[src/rtl/wb_pkg.sv]
// wb_pkg: shared writeback request type and register-file constants
package wb_pkg;
   localparam logic [2:0] CMD_SCALAR_FROM_VEC = 3'b101;
   localparam logic [3:0] REG_PC = 4'hF;
   localparam int WB_DATA_MAX = 512;
   typedef struct packed {
      logic                   vs;
      logic [2:0]             cmd;
      logic [3:0]             rd;
      logic [WB_DATA_MAX-1:0] data;
   } wb_req_t;
   function automatic logic is_illegal(input wb_req_t r);
      return (!r.vs || r.cmd == CMD_SCALAR_FROM_VEC) && r.rd == REG_PC;
   endfunction
endpackage

[src/rtl/rr_arb2.sv]
// rr_arb2: two-requester round-robin arbiter; ptr=0 favours requester a
module rr_arb2 (
   input  logic clk,
   input  logic rst,
   input  logic req_a,
   input  logic req_b,
   output logic gnt_a,
   output logic gnt_b,
   output logic contested
);
   logic ptr;
   // grant the lone requester, or the pointed-to one when both ask; nothing during reset
   always_comb begin
      contested = req_a & req_b;
      gnt_a = !rst & req_a & (!req_b | !ptr);
      gnt_b = !rst & req_b & (!req_a | ptr);
   end
   // pointer flips only after a contested grant
   always_ff @(posedge clk) begin
      if (rst) ptr <= 1'b0;
      else if (contested) ptr <= ~ptr;
   end
endmodule

[src/rtl/regfile_wb_arbiter.sv]
// regfile_wb_arbiter: merges ALU/MEM writebacks onto one registered RF write port (WB_PERF_EN adds perf counters)
module regfile_wb_arbiter
   import wb_pkg::*;
#(
   parameter int LANES = 16,
   parameter int DW = 32
) (
   input  logic                clk,
   input  logic                rst,
   input  logic                alu_valid,
   input  logic                mem_valid,
   output logic                alu_ready,
   output logic                mem_ready,
   input  logic                alu_vs,
   input  logic                mem_vs,
   input  logic [2:0]          alu_cmd,
   input  logic [2:0]          mem_cmd,
   input  logic [3:0]          alu_rd,
   input  logic [3:0]          mem_rd,
   input  logic [LANES*DW-1:0] alu_data,
   input  logic [LANES*DW-1:0] mem_data,
   output logic                we3,
   output logic [3:0]          ra3,
   output logic [LANES*DW-1:0] wd3,
   output logic                selec_v_s_w,
   output logic [2:0]          cmd,
   output logic                drop
`ifdef WB_PERF_EN
   ,
   output logic [15:0]         conflict_cnt,
   output logic [15:0]         drop_cnt
`endif
);
   wb_req_t alu_req, mem_req, sel;
   logic accept, illegal, contested;
   rr_arb2 u_arb (
      .clk(clk),
      .rst(rst),
      .req_a(alu_valid),
      .req_b(mem_valid),
      .gnt_a(alu_ready),
      .gnt_b(mem_ready),
      .contested(contested)
   );
   // pick the granted request and classify writes to the PC alias as illegal
   always_comb begin
      alu_req = '{vs: alu_vs, cmd: alu_cmd, rd: alu_rd, data: WB_DATA_MAX'(alu_data)};
      mem_req = '{vs: mem_vs, cmd: mem_cmd, rd: mem_rd, data: WB_DATA_MAX'(mem_data)};
      sel = alu_ready ? alu_req : mem_req;
      accept = alu_ready | mem_ready;
      illegal = is_illegal(sel);
   end
   // register the write port; fields only move on a legal write
   always_ff @(posedge clk) begin
      if (rst) begin
         we3 <= 1'b0;
         drop <= 1'b0;
         ra3 <= '0;
         wd3 <= '0;
         selec_v_s_w <= 1'b0;
         cmd <= '0;
      end else begin
         we3 <= accept & !illegal;
         drop <= accept & illegal;
         if (accept & !illegal) begin
            ra3 <= sel.rd;
            wd3 <= sel.data[LANES*DW-1:0];
            selec_v_s_w <= sel.vs;
            cmd <= sel.cmd;
         end
      end
   end
`ifdef WB_PERF_EN
   // saturating counts of contested cycles and discarded illegal writes
   always_ff @(posedge clk) begin
      if (rst) begin
         conflict_cnt <= '0;
         drop_cnt <= '0;
      end else begin
         if (contested && conflict_cnt != 16'hFFFF) conflict_cnt <= conflict_cnt + 16'd1;
         if (accept && illegal && drop_cnt != 16'hFFFF) drop_cnt <= drop_cnt + 16'd1;
      end
   end
`endif
endmodule

[config.mk]
export PLATFORM = sky130hd
export DESIGN_NAME = regfile_wb_arbiter
export DESIGN_NICKNAME = d
export VERILOG_FILES = /design/src/rtl/wb_pkg.sv /design/src/rtl/rr_arb2.sv /design/src/rtl/regfile_wb_arbiter.sv
export SDC_FILE = /design/constraint.sdc
export NUM_CORES = 1
export LEC_CHECK = 0
export ABC_AREA = 1
export ABC_CLOCK_PERIOD_IN_PS = 3900
export BUFFER_PORTS_ARGS = -buffer_cell sky130_fd_sc_hd__clkbuf_2
export CAP_MARGIN = 20
export CORE_AREA = 8 8 599 601
export DETAILED_ROUTE_END_ITERATION = 12
export DIE_AREA = 0 0 607 609
export GPL_TIMING_DRIVEN = 0
export PLACE_DENSITY_LB_ADDON = 0.1
export SYNTH_ARGS = -nofsm -noshare
export SYNTH_HDL_FRONTEND = slang
export SYNTH_SLANG_ARGS = --single-unit
[constraint.sdc]
create_clock -name clk -period 3.9 [get_ports clk]
set_clock_uncertainty 0.15 [all_clocks]
set_input_delay 0.39 -clock clk [delete_from_list [all_inputs] [get_ports clk]]
set_output_delay 0.39 -clock clk [all_outputs]
set_load 0.005 [all_outputs]
* Yosys cells after proc, flatten, opt, wreduce, memory -nomap -nowiden
Cells that the tools add are included.
Storage, ports and cells: memory bits (writable) 0, bits in read-only memories 0, output and inout port bits 524, latch bits 0, input bits 1044, bits in registers 523, memories kept 0, logic and storage cells 29
Operators by class: multipliers 0, bitwise operators 11, $add $sub $neg 0, divide/modulo/power cells 0, reduce and logical (&&, ||, !) cells 8, shift-type cells 0, equal/unequal tests 2, muxes and demuxes 1, magnitude comparators 0
Operators with widths (count):
- 520-bit two-way mux | 1
- 1-bit bitwise AND | 7
- 1-bit logical NOT | 6
- 4-bit == test, second input constant | 1
- 3-bit == test, second input constant | 1
- 1-bit OR | 3
- 1-bit logical AND | 1
- 1-bit logical OR | 1
- 1-bit inverter | 1

* Depth between registers and ports, before layout
depth after elaboration 9, depth in mapped cells 14, mapped depth without buffers 11

* Modules after synthesis
Synthesis repeated with hierarchy kept, for this count alone.
Second synthesis, totals: cells, all modules 3516, area total of the unflattened synthesis 26604.3 µm²
Modules (own cells, without submodules):
- regfile_wb_arbiter | sequential area each 10450.0 µm², area an instance 26534.2 µm², times used 1, cells an instance 3503
- rr_arb2 | sequential area each 20.0 µm², area an instance 70.1 µm², times used 1, cells an instance 13

* Worst setup path after synthesis
OpenSTA, ideal clock, no wires.
path type input-to-reg, start in alu_valid, end reg wd3[403], path buffers 5, arrival 1.706 ns, stages 10, data required time 3.635 ns, slack 1.929 ns, library setup time 0.115 ns, path through buf_4 > nand3_4 > inv_2 > or2_1 > buf_2 > buf_2 > buf_2 > buf_6 > a21oi_1 > nor2_1
Between the ends: cells in the longest elaborated chain, start to end 8, elaborated cells between the ends (all ways) 14
RTL lines:
- start, declared | RTL line regfile_wb_arbiter.sv:10 | input logic alu_valid,
- 1-bit bitwise AND (2 in a row) | RTL line rr_arb2.sv:15 | gnt_a = !rst & req_a & (!req_b | !ptr);
- 520-bit two-way mux | RTL line regfile_wb_arbiter.sv:49 | sel = alu_ready ? alu_req : mem_req;
- 3-bit == test or 1-bit logical NOT (tied branches) | RTL line wb_pkg.sv:13 | return (!r.vs || r.cmd == CMD_SCALAR_FROM_VEC) && r.rd == REG_PC;
- 1-bit logical OR | RTL line wb_pkg.sv:13
- 1-bit logical AND | RTL line wb_pkg.sv:13
- 1-bit logical NOT | RTL line regfile_wb_arbiter.sv:65 | if (accept & !illegal) begin
- 1-bit bitwise AND | RTL line regfile_wb_arbiter.sv:65
- end signal, assigned | RTL line regfile_wb_arbiter.sv:67 | wd3 <= sel.data[LANES*DW-1:0];
- end, declared | RTL line regfile_wb_arbiter.sv:24 | output logic [LANES*DW-1:0] wd3,
Parallel ways exist; a longest one is shown, timed or not. A chain may end at the register's enable or synchronous reset.

* Worst setup path after layout
start reg u_arb.ptr, end reg wd3[89]
Between the ends: cells in the longest elaborated chain, start to end 9, elaborated cells between the ends (all ways) 14
RTL lines:
- start, declared | RTL line rr_arb2.sv:11 | logic ptr;
- start signal, assigned | RTL line rr_arb2.sv:21 | else if (contested) ptr <= ~ptr;
- 1-bit logical NOT | RTL line rr_arb2.sv:15
- 1-bit OR | RTL line rr_arb2.sv:15
- 1-bit bitwise AND | RTL line rr_arb2.sv:15
- 520-bit two-way mux | RTL line regfile_wb_arbiter.sv:49
- 3-bit == test or 1-bit logical NOT (tied branches) | RTL line wb_pkg.sv:13
- 1-bit logical OR | RTL line wb_pkg.sv:13
- 1-bit logical AND | RTL line wb_pkg.sv:13
- 1-bit logical NOT | RTL line regfile_wb_arbiter.sv:65
- 1-bit bitwise AND | RTL line regfile_wb_arbiter.sv:65
Parallel ways exist; a longest one is shown, timed or not.

==> flow_summary.json <==
{
  "wirelength_um": 259000,
  "core_um2": 349000,
  "cts_sinks": 523,
  "final_cell_mix": "2,084 x nand2_1, 1,571 x clkbuf_2, 978 x dlygate4sd3_1",
  "p_total_mw": 20.0,
  "synth_seq_area_share": 0.363,
  "finalHoldViolations": 0,
  "synth_cell_types": 19,
  "wire_per_inst_um": 21.7,
  "finalSetupViolations": 0,
  "grt_max_degree": 13,
  "grt_pass1_wl_um": 344000,
  "min_path_type": "input port to flop",
  "start_kind": "flop",
  "drv_slew": 0,
  "fp.dieW_um": 607,
  "synthCells": 4594,
  "tritoncts": "yes",
  "hold-worst-slack_ns": 0.0814,
  "postCtsSetupBuffers": 0,
  "synth_area_leaders": "dfxtp_1 36%, nand2_1 27%, nand3b_1 13%, a21oi_1 9.0%, nor2_1 6.9%",
  "die_h_um": 609,
  "cts-root-buf": "clkbuf_16",
  "antenna_found_initial": 41,
  "cap_violations": 0,
  "worstPathArrival_ns": 4.24,
  "grt_pass1_vias": 42200,
  "num_vias": 39900,
  "viasPerCell": 3.35,
  "route.detailed.drc": 0,
  "layout_commonest_cell": "nand2_1",
  "first_pass_iters": 7,
  "worstMarginPinSlew_ns": 1.07,
  "dp_worst_setup_slack_ns": -0.266,
  "holdPathStages": 6,
  "yosysTopAreaCell": "dfxtp_1",
  "syn_area_um2": 28900,
  "crit_path_max_fanout": 12,
  "multi_input_area_um2": 16300,
  "min_period_over_period": 0.940,
  "worstReg2RegStart": "u_arb.ptr",
  "path_clk_slew_ns": 0.05,
  "vdd_drop_max_v": 0.000274,
  "min_to": "wd3[243]",
  "grt.total_usage": 0.133,
  "worst_hold_startpoint": "mem_data[243]",
  "num_rows": 217,
  "slowest_delay_ns": 0.69,
  "cts_buffers": 89,
  "grt.overflow.total": 0,
  "hpwl_um": 220000,
  "h-tree-depth": 3,
  "die-area_um2": 370000,
  "drive_gt1_frac": 0.268,
  "path_class": "flop to flop",
  "fill_cells": 40900,
  "io_pins": 1568,
  "p_comb_frac": 0.287,
  "syn_nets": 5638,
  "drt_iter0_drc": 1885,
  "reg2reg_slack_ns": 0.23,
  "seq_power_share": 0.309,
  "synth-warning-count": 0,
  "netSwitchingFraction": 0.333,
  "fmax_mhz": 273,
  "slew_headroom": 0.284,
  "r2r_cells": 11,
  "intPower_mw": 13.4,
  "clk_latency_ns": 0.77,
  "p_leak_nw": 26.8,
  "regArea_um2": 10500,
  "status": "finished clean",
  "setup_ws_ns": 0.234,
  "worstPathRequired_ns": 4.47,
  "clockPowerShare": 0.404,
  "syn_avg_cell_area_um2": 6.28,
  "fin_crit_ns": 3.67,
  "timing.critical_path.mode_cell": "nand2_1",
  "cts.path.max_buffers": 4,
  "synth_top_area_frac": 0.363,
  "area_delta_synth_final_pct": 91.7,
  "initial_utilization": 0.0828,
  "ys_seq_elements": 523,
  "gp_congestion": 0.877,
  "ant_nets": 0,
  "fin_nets": 8282,
  "power_density_nw_per_um2": 362,
  "end_kind": "flop",
  "port_buffers": 1566,
  "path_cells": "nand2_4, nand3_4, buf_6, buf_2, clkbuf_1, nand2_1, nand2_1, dlygate4sd3_1, nand3b_1, nand2_1, nor2_1",
  "rr_endpoint": "wd3[89]",
  "crit_path_top_delay_cell": "clkbuf_1",
  "switching_power_mw": 6.66
}
==> cells by family after synthesis <==
family | after synthesis | share of synthesized area
simple gates | 3138 | 0.476
flops | 523 | 0.363
compound gates | 518 | 0.0898
buf+inv | 415 | 0.0711
==> per-stage QoR <==
step,instance area (µm²),cells,TNS (ns),utilization
after global placement,42500,10800,-8.20,0.122
final,55300,11900,0,0.159
after CTS,55300,11900,0,0.159
after detailed placement,42600,10800,-5.45,0.122
after floorplan,28900,4594,0,-
after global routing,55300,11900,-0.00468,0.159
==> layer usage <==
metal | share of wire | up-vias | track usage
li1 | - | 19900 | -
met1 | 0.38 | 18700 | 0.145
met2 | 0.53 | 1095 | 0.253
met3 | 0.072 | 200 | 0.0363
met4 | 0.021 | 12 | 0.0302
met5 | 0.00030 | - | 0
==> synth_stat cells, drive strengths merged <==
master,number
nand2,2086
nand4,7
clkbuf,127
a21oi,517
buf,276
nor2,527
nand3,3
nand3b,514
dfxtp,523
or2,1
inv,12
o21ai,1
==> cell type report <==
cell class / count / area share
repair buffers: 2553 / 0.321
inverters: 12 / 0.000814
clock inverters: 27 / 0.00588
diodes: 18 / 0.000814
clock buffers: 123 / 0.0465
plain buffers: 403 / 0.0364
well taps: 4599 / 0.104
flip-flops and latches: 523 / 0.189
multi-input cells: 3656 / 0.295
==> worst max path at each step <==
stage	from	end	slack (ns)	cells past startpoint
3_5_place_dp	mem_valid	wd3[291]	-0.27	14
2_1_floorplan	alu_valid	wd3[403]	1.93	10
6_report	u_arb.ptr	wd3[89]	0.23	11
3_3_place_gp	mem_valid	wd3[291]	-0.35	12
5_1_grt	u_arb.ptr	wd3[310]	-0.005	11
4_1_cts	u_arb.ptr	wd3[259]	0.007	12
==> what timing repair did <==
action | in CTS | in global routing
setup endpoints to repair | 7 | 5
hold buffers | 978 | 0
endpoints found under the hold margin | 496 | 0
resized for setup | 1 | 2
==> sequential cells by signal, summed over array words and instances (netlist names) <==
signal / cells
selec_v_s_w: 1
wd3: 512
ra3: 4
cmd: 3
drop: 1
we3: 1
u_arb.ptr: 1
==> worst max-delay path, delay by kind of cell, from the launching register on <==
| family | cells | cell delay, ns |
|---|---|---|
| buffers and inverters | 4 | 2.20 |
| and+or+nand+nor | 7 | 0.85 |
| DFF | 1 | 0.37 |
==> power groups by stage <==
stage / combinational [mW] / sequential [mW] / clock (mW)
4_1_cts: 6.01 / 6.19 / 8.57
2_1_floorplan: 2.00 / 6.29 / 0
3_5_place_dp: 4.97 / 6.30 / 0
5_1_grt: 6.38 / 6.25 / 8.70
3_3_place_gp: 4.98 / 6.30 / 0
6_report: 5.76 / 6.19 / 8.09
(Power assumes the default switching activity.)
